--- src/rtl/seq_bcd2bin.sv ---
`default_nettype none
// ============================================================================
// Module   : seq_bcd2bin
// Brief    : Sequential packed-BCD to binary converter, one digit per cycle,
//            MSD first, with valid/ready handshakes on both sides.
//            Optional macro SEQ_BCD2BIN_EARLY_EXIT_EN: leave CALC on the
//            first digit above 9.
// Revision : 1.0  initial release
// ============================================================================
module seq_bcd2bin #(
  parameter int p_ndigits   = 2,
  parameter int p_out_nbits = 7
) (
  input  logic                     clk,
  input  logic                     reset,
  input  logic                     in_val,
  output logic                     in_rdy,
  input  logic [4*p_ndigits-1:0]   in_,
  output logic                     out_val,
  input  logic                     out_rdy,
  output logic [p_out_nbits-1:0]   out,
  output logic                     out_err
);

  localparam int c_cnt_w = (p_ndigits > 1) ? $clog2(p_ndigits) : 1;
  localparam logic [c_cnt_w-1:0] c_last = c_cnt_w'(p_ndigits - 1);

  typedef enum logic [1:0] {
    IDLE = 2'd0,
    CALC = 2'd1,
    DONE = 2'd2
  } state_t;

  state_t                   state_q, state_d;
  logic [p_out_nbits-1:0]   acc_q, acc_d;
  logic [c_cnt_w-1:0]       cnt_q, cnt_d;
  logic                     err_q, err_d;
  logic [4*p_ndigits-1:0]   sr_q, sr_d;
  logic [3:0]               w_digit;
  logic                     w_digit_bad;

  // The unprocessed most significant digit always sits in the top nibble.
  assign w_digit     = sr_q[4*p_ndigits-1 -: 4];
  assign w_digit_bad = (w_digit > 4'd9);

  always_comb begin
    state_d = state_q;
    acc_d   = acc_q;
    cnt_d   = cnt_q;
    err_d   = err_q;
    sr_d    = sr_q;
    case (state_q)
      IDLE: begin
        if (in_val) begin
          sr_d    = in_;
          acc_d   = '0;
          cnt_d   = '0;
          err_d   = 1'b0;
          state_d = CALC;
        end
      end
      CALC: begin
        // acc*10 as (acc<<3)+(acc<<1), truncated to the output width.
        acc_d = (acc_q << 3) + (acc_q << 1) + p_out_nbits'(w_digit);
        err_d = err_q | w_digit_bad;
        sr_d  = sr_q << 4;
        cnt_d = cnt_q + 1'b1;
        if (cnt_q == c_last) begin
          state_d = DONE;
        end
`ifdef SEQ_BCD2BIN_EARLY_EXIT_EN
        if (w_digit_bad) begin
          state_d = DONE;
        end
`else
`endif
      end
      DONE: begin
        if (out_rdy) begin
          state_d = IDLE;
        end
      end
      default: state_d = IDLE;
    endcase
  end

  always_ff @(posedge clk or posedge reset) begin
    if (reset) begin
      state_q <= IDLE;
      acc_q   <= '0;
      cnt_q   <= '0;
      err_q   <= 1'b0;
      sr_q    <= '0;
    end else begin
      state_q <= state_d;
      acc_q   <= acc_d;
      cnt_q   <= cnt_d;
      err_q   <= err_d;
      sr_q    <= sr_d;
    end
  end

  always_comb begin
    in_rdy  = (state_q == IDLE);
    out_val = (state_q == DONE);
    out     = (out_val && !err_q) ? acc_q : '0;
    out_err = out_val & err_q;
  end

endmodule
`default_nettype wire

--- config.mk ---
export PLATFORM = sky130hd
export DESIGN_NAME = seq_bcd2bin
export DESIGN_NICKNAME = d
export VERILOG_FILES = /design/src/rtl/seq_bcd2bin.sv
export SDC_FILE = /design/constraint.sdc
export NUM_CORES = 1
export LEC_CHECK = 0
export CORE_AREA = 8 8 84 49
export CTS_CLUSTER_DIAMETER = 100
export CTS_CLUSTER_SIZE = 40
export DETAILED_ROUTE_END_ITERATION = 16
export DIE_AREA = 0 0 92 57
export PLACE_DENSITY = 0.72
export SETUP_SLACK_MARGIN = 0.05
export SKIP_LAST_GASP = 1
export SYNTH_ARGS = -nofsm -noshare
export SYNTH_HDL_FRONTEND = slang
export SYNTH_SLANG_ARGS = --single-unit
--- constraint.sdc ---
create_clock -name clk -period 2.4 [get_ports clk]
set_input_delay 0.24 -clock clk [delete_from_list [all_inputs] [get_ports clk]]
set_output_delay 0.24 -clock clk [all_outputs]
set_load 0.05 [all_outputs]
**Word-level counts from Yosys, hierarchy flattened**

Cells that the tools add are included.

- Bits in registers: 19
- Word-level logic and storage cells: 34
- Output and inout bits: 10

- Equal/unequal tests: 5
- Add/subtract/negate cells: 3
- Bitwise operators: 2
- Reductions and logical operators: 6
- Mux-type cells: 12
- Order comparisons: 1

Operator list:

| kind | count |
|---|---|
| 8-bit case mux with 2 select lines | 1 |
| 7-bit 2-to-1 mux | 2 |
| 7-bit case mux with 2 select lines | 1 |
| 8-bit 2-to-1 mux | 1 |
| 7-bit by 4-bit adder with 7-bit output | 1 |
| 7-bit adder | 1 |
| 2-bit 2-to-1 mux | 3 |
| 2-bit case mux with 3 select lines | 1 |
| 4-bit greater-than comparator, second input constant | 1 |
| 2-bit inequality test, second input constant | 2 |
| 1-bit case mux with 2 select lines | 2 |
| 3-bit AND reduction | 1 |
| 2-bit by 1-bit equality test with 1-bit output, second input constant | 1 |
| 2-bit equality test, second input constant | 1 |
| 2-bit logical NOT | 1 |
| 2-bit by 1-bit inequality test with 1-bit output, second input constant | 1 |
| 2-bit AND reduction | 1 |
| 2-bit nonzero test | 1 |
| 1-bit adder, second input constant | 1 |
| 1-bit AND | 1 |
| 1-bit logical AND | 1 |
| 1-bit logical NOT | 1 |
| 1-bit 2-to-1 mux | 1 |
| 1-bit bitwise OR | 1 |

**Depth between registers and ports, before layout**

Gate-level depths: netlist of run 1.

- Depth after elaboration: 3
- Gate-level depth with buffers: 7
- Depth with buffers taken out: 7

**Worst setup path before layout of run 1**

OpenSTA, ideal clock, no wires.

- Path kind: register -> register
- From: reg acc_q[0]
- To: reg acc_q[5]
- Period minus slack after synthesis: 1,992 ps
- Arrival: 1,906 ps
- Data required time: 2,313 ps
- Buffers on the path: 0
- Cell stages (with the launch flop): 8
- Setup slack: 408 ps
- Path through: dfrtp_1 -> inv_1 -> fa_1 -> inv_1 -> ha_1 -> a21o_1 -> a2111o_1 -> o211ai_1

- Word-level cells in the longest chain between the ends: 3

Ends and longest elaborated chain:

| item | line | source |
|---|---|---|
| start: declaration | 35 | `logic [p_out_nbits-1:0] acc_q, acc_d;` |
| start signal: assignment | 90 | `acc_q <= '0;` |
| start signal: assignment | 96 | `acc_q <= acc_d;` |
| 7-bit adder | 64 | `acc_d = (acc_q << 3) + (acc_q << 1) + p_out_nbits'(w_digit);` |
| 7-bit by 4-bit adder with 7-bit output | 64 |  |
| 7-bit case mux with 2 select lines | 52 | `case (state_q)` |

No other way between the ends.
A chain may end at the register's enable or synchronous reset.

**Final worst setup path of run 1**

- From: reg acc_q[0]
- To: reg acc_q[6]

Same word-level chain as after synthesis.

==> qor.yml, run 1 <==
logic_synthesis:
  avgSynthCellArea_um2: 9.70
  ys_async_sr_fraction_pct: 100
  ys_seq_area_share_pct: 42.3
  yosysWarnings: 0
  synth-seq-cells: 19
  synth_edf_count: 0
  yosysMostFrequentCell: "dfrtp_1"
  synthTopCellsByArea: "dfrtp_1, ha_1, nor2b_1"
  syn_inst: 116
  synth.distinct_cells: 30
  synth.largest_area_cell: "dfrtp_1"
  synth_common_cells: "dfrtp_1, inv_1, o21ai_0"
  syn-cell-area_mm2: 0.00112
  synth_top_area_share_pct: 42.3
  synth_fp_nets: 138
  synth-main-ff-cell: "dfrtp_1"
sta:
  drv_slew: 0
  finalHoldViolations: 0
  worst_pin_slew_ns: 0.780
  setup_viol: 0
  fin_hold_ws_ns: 0.412
  fin_ws_ns: 0.265
  post-route-min-period_ns: 2.13
  clock_skew_ns: 0.00509
  slew_headroom_pct: 47.9
  fin_tns_setup_ns: 0
  clock.fmax_mhz: 468
  post-route-period-util_pct: 88.9
  grt_setup_unrepaired: "false"
placement:
  place_hpwl_um: 2160
  port_buffers: 21
  dpl_worst_slack_ns: 0.285
  place.gp.congestion: 0.959
finish:
  area_growth_pct: 27.0
  drive_gt1_share_pct: 9.29
  fillers: 300
  diodes: 0
  seqCellArea_um2: 475
  multiInputGateArea_um2: 591
  nets: 163
drt:
  via_count: 947
  avgViaCountPerCell: 5.20
  wl_per_cell_um: 15.3
  antenna_left: 0
  wl_um: 2780
  drcViolationCount: 0
  drt_pass1_iterations: 4
  first_iter_violations: 19
clock_tree:
  post_cts_resized: 0
  hold_buffers: 0
  cts_buffers: 3
  clock_path_buffers: 2
  cts.sinks: 19
  cts-root-buf: "clkbuf_8"
  post_cts_buffers: 0
  cts_tree: "yes"
  clock_latency_ns: 0.25
  cts_max_level: 1
  clk_pin_slew_ns: 0.07
setup_path:
  r2r_slack_ns: 0.27
  critPathArrivalTime_ns: 2.28
  r2r-end: "acc_q[6]$_DFFE_PP0P_"
  r2r_start: "acc_q[0]$_DFFE_PP0P_"
  start_kind: "register"
  crit_type: "reg2reg"
  critical_path.max_fanout: 3
  r2r.worst_path.cells: 7
  critical_path.endpoint: "acc_q[6]$_DFFE_PP0P_"
  endpoint_kind: "register"
  worstSetupStartpoint: "acc_q[0]$_DFFE_PP0P_"
  required_ns: 2.54
die:
  die_w_um: 92
  design.core.area_mm2: 0.00308
  die_h_um: 57
  dieArea_mm2: 0.00524
  start_util_pct: 36.5
  io_pins: 22
  num_rows: 15
global_routing:
  grt_pass1_wl_um: 4700
  grt_max_degree: 20
  grt_use_total_pct: 11.2
  antenna_found_initial: 0
  overflow: 0
  first_global_vias: 999
power_and_ir_drop:
  vdd_drop_max_uv: 508
  p_leak_nw: 0.682
  p_total_mw: 1.65
  power_density_mw_per_mm2: 1160
flow_run:
  maxCapViolations: 0
run_status:
  status: "finished, final reports clean"
worst_hold_path:
  hold_class: "in2async"
power breakdown:
group | total [mW] | leakage [nW] | switching, mW | internal [mW]
logic | 0.874 | 0.414 | 0.506 | 0.368
registers | 0.558 | 0.246 | 0.105 | 0.453
clock network | 0.221 | 0.0228 | 0.103 | 0.118
state kept, by name (all words and copies together) (netlist names):
| name | count |
|---|---|
| state_q | 2 |
| cnt_q | 1 |
| err_q | 1 |
| sr_q | 8 |
| acc_q | 7 |
placed cells by master (no fill, tap or decap), drive strengths merged, types with 2 or more instances in the layout:
cell | Yosys | final
dfrtp | 19 | 19
clkdlybuf4s50 | 0 | 16
o21ai | 10 | 10
inv | 10 | 10
nor2b | 9 | 9
a21oi | 9 | 9
buf | 2 | 9
nand2 | 8 | 8
ha | 8 | 8
and3 | 5 | 5
a22o | 4 | 4
nor2 | 4 | 4
a22oi | 4 | 4
clkbuf | 3 | 4
nand2b | 2 | 2
a21o | 2 | 2
nor3 | 2 | 2
nand3 | 2 | 2
fa | 2 | 2
kinds of logic (layout without fill, tap and decap cells):
| group | Yosys count | after routing | share of synthesized area [%] |
|---|---|---|---|
| mux | 1 | 1 | 0.890 |
| flops | 19 | 19 | 42.3 |
| compound gates | 37 | 37 | 21.6 |
| xor+xnor | 2 | 2 | 2.78 |
| simple gates | 32 | 32 | 14.8 |
| fa+ha+maj | 10 | 10 | 12.5 |
| buf+inv | 15 | 39 | 5.23 |
cell type report:
cell class	instances	share of cell area, %
multi-input combinational	82	41.3
sequential	19	33.3
timing repair buffer	25	15.9
tap	42	3.68
clock buffer	4	3.15
inverter	10	2.63
stage by stage:
step | std cells | area [um2] | util, %
final | 182 | 1430 | 46.4
after global routing | 182 | 1430 | 46.4
after CTS | 182 | 1430 | 46.4
after detailed placement | 178 | 1380 | 45.0
after global placement | 178 | 1380 | 45.0
after floorplan | 116 | 1120 | -
layer usage:
layer | wire length (um) | up-vias | global-route usage [%]
met5 | 0 | - | 0
met4 | 0 | 0 | 2.50
met3 | 119 | 0 | 3.92
met2 | 1360 | 20 | 18.6
met1 | 1300 | 474 | 13.6
li1 | - | 453 | -
critical path, cell delays in order, from the launching register on:
cell,delay [ns]
dfrtp_1,0.39
inv_1,0.09
fa_1,0.53
inv_1,0.07
fa_1,0.47
nand3_1,0.13
nand3_1,0.09
a32o_1,0.26
worst min path at each step:
stage                         startpoint              endpoint  slack [ns]
floorplan                          reset  acc_q[0]$_DFFE_PP0P_        0.19
global placement    acc_q[6]$_DFFE_PP0P_  acc_q[6]$_DFFE_PP0P_        0.47
detailed placement  acc_q[6]$_DFFE_PP0P_  acc_q[6]$_DFFE_PP0P_        0.48
CTS                                reset  acc_q[5]$_DFFE_PP0P_        0.44
global route                       reset  acc_q[5]$_DFFE_PP0P_        0.50
finish                             reset  acc_q[5]$_DFFE_PP0P_        0.41
No activity file was read; power rests on OpenSTA's default activity.
==> run 2: changes to the inputs <==
- CORE_AREA: 8 8 84 49 -> 8 8 57 59
- DIE_AREA: 0 0 92 57 -> 0 0 65 67
- PLACE_DENSITY: 0.72 -> 0.84
==> qor.yml, run 2 (same netlist as run 1, synthesis figures left out) <==
global_routing:
  overflow: 0  # unchanged
  first_global_vias: 1029  # +3.0%
  antenna_found_initial: 0  # unchanged
  grt_max_degree: 20  # unchanged
  grt_use_total_pct: 12.8  # +1.6 points
  grt_pass1_wl_um: 4530  # -3.7%
die:
  design.core.area_mm2: 0.00236  # -23%
  dieArea_mm2: 0.00436  # -17%
  start_util_pct: 47.6  # +11 points
  num_rows: 18  # +3
  io_pins: 22  # unchanged
  die_h_um: 67  # +18%
  die_w_um: 65  # -29%
placement:
  port_buffers: 21  # unchanged
  place.gp.congestion: 0.919  # -4.2%
  place_hpwl_um: 2060  # -4.6%
  dpl_worst_slack_ns: 0.222  # -0.0634 ns
clock_tree:
  cts_max_level: 1  # unchanged
  clock_path_buffers: 2  # unchanged
  cts.sinks: 19  # unchanged
  clock_latency_ns: 0.30  # +0.05 ns
  hold_buffers: 0  # unchanged
  cts_tree: "yes"
  clk_pin_slew_ns: 0.12  # +0.05 ns
  cts_buffers: 3  # unchanged
  post_cts_resized: 0  # unchanged
  post_cts_buffers: 0  # unchanged
  cts-root-buf: "clkbuf_4"
sta:
  drv_slew: 0  # unchanged
  clock_skew_ns: 0.0120  # +0.00689 ns
  finalHoldViolations: 0  # unchanged
  post-route-min-period_ns: 2.21  # +0.0803 ns
  setup_viol: 0  # unchanged
  grt_setup_unrepaired: "false"
  worst_pin_slew_ns: 0.725  # -0.0546 ns
  fin_ws_ns: 0.185  # -0.0803 ns
  slew_headroom_pct: 51.5  # +3.6 points
  clock.fmax_mhz: 451  # -3.6%
  post-route-period-util_pct: 92.3  # +3.3 points
  fin_tns_setup_ns: 0  # unchanged
setup_path:
  r2r_start: "acc_q[0]$_DFFE_PP0P_"
  r2r.worst_path.cells: 7  # unchanged
  critical_path.endpoint: "acc_q[5]$_DFFE_PP0P_"
  crit_type: "reg2reg"
  worstSetupStartpoint: "acc_q[0]$_DFFE_PP0P_"
  critical_path.max_fanout: 3  # unchanged
  endpoint_kind: "register"
  critPathArrivalTime_ns: 2.43  # +0.15 ns
  r2r_slack_ns: 0.19  # -0.08 ns
  r2r-end: "acc_q[5]$_DFFE_PP0P_"
  required_ns: 2.62  # +0.08 ns
  start_kind: "register"
drt:
  drcViolationCount: 0  # unchanged
  avgViaCountPerCell: 5.56  # +6.8%
  drt_pass1_iterations: 4  # unchanged
  wl_um: 2680  # -3.7%
  first_iter_violations: 19  # unchanged
  antenna_left: 0  # unchanged
  wl_per_cell_um: 15.9  # +4.4%
  via_count: 934  # -1.4%
finish:
  drive_gt1_share_pct: 8.70  # -0.59 points
  layout_common_cells: "dfrtp_1, clkdlybuf4s50_1, o21ai_0, inv_1"
  area_growth_pct: 22.8
  fillers: 223  # -26%
  nets: 161  # -1.2%
  diodes: 0  # unchanged
  largest-register: "sr_q"
  layout_commonest_cell: "dfrtp_1"
  top_regs: "sr_q: 8 flops, acc_q: 7 flops, state_q: 2 flops"
  largest_reg_flops: 8  # unchanged
power_and_ir_drop:
  clockPowerShare_pct: 10.4  # -2.9 points
  swShare_pct: 44.8  # +1.6 points
  p_comb_share_pct: 54.8  # +1.9 points
  seq_power_share_pct: 34.8  # +1.0 points
  p_int_uw: 880  # -6.2%
  power_density_mw_per_mm2: 1150  # -0.24%
  vdd_drop_max_uv: 870  # +71%
  p_leak_nw: 0.668  # -2.2%
  p_sw_uw: 714  # about the same
worst_hold_path:
  hold_class: "in2async"
flow_run:
  maxCapViolations: 0  # unchanged
run_status:
  status: "finished, final reports clean"
-- run 2: area by class of cell --
type                    instances  area [um2]  area share [%]
multi-input cells              82         591            42.8
flip-flops and latches         19         475            34.4
repair buffers                 23         213            15.4
inverters                      10        37.5            2.72
well taps                      30        37.5            2.72
clock buffers                   3        22.5            1.63
clock inverters                 1        5.00           0.362
-- run 2: worst min-delay path by stage --
stage	to	slack [ns]	cells after the start
after floorplan	acc_q[0]$_DFFE_PP0P_	0.19	1
after global routing	sr_q[1]$_DFFE_PP0P_	0.43	2
after global placement	acc_q[6]$_DFFE_PP0P_	0.48	1
after CTS	acc_q[0]$_DFFE_PP0P_	0.37	2
after detailed placement	acc_q[6]$_DFFE_PP0P_	0.48	1
final	sr_q[7]$_DFFE_PP0P_	0.34	2
-- run 2: power groups by stage --
stage | sequential, mW | combinational [mW] | clock (mW)
after global routing | 0.568 | 0.972 | 0.176
final | 0.554 | 0.874 | 0.166
after floorplan | 0.538 | 0.637 | 0
after detailed placement | 0.559 | 0.876 | 0
after global placement | 0.550 | 0.819 | 0
after CTS | 0.552 | 0.877 | 0.167
-- run 2: metrics by stage --
step / utilization (%) / cell area, um2 / hold slack, ns / std cells / total power [mW]
6_report: 58.4 / 1380 / 0.339 / 168 / 1.59
5_1_grt: 58.4 / 1380 / 0.431 / 168 / 1.72
4_1_cts: 58.4 / 1380 / 0.373 / 168 / 1.60
3_5_place_dp: 57.2 / 1350 / 0.482 / 164 / 1.43
3_3_place_gp: 57.2 / 1350 / 0.476 / 164 / 1.37
2_1_floorplan: - / 1120 / 0.191 / 116 / 1.17
-- run 2: critical path: stages, from the launching register on --
cell and delay [ns]:
dfrtp_1 0.40, inv_1 0.09, fa_1 0.54, inv_1 0.08, ha_1 0.30, a21o_1 0.19, a2111o_1 0.42, o211ai_1 0.10
-- run 2: metal layers --
metal  global-route usage, %  part of all wire (%)  vias to the layer above
met5                       0                     0                        -
met4                    4.90                   1.1                        0
met3                    2.68                   4.1                        5
li1                        -                     -                      454
met2                    23.7                    52                       21
met1                    13.9                    43                      454
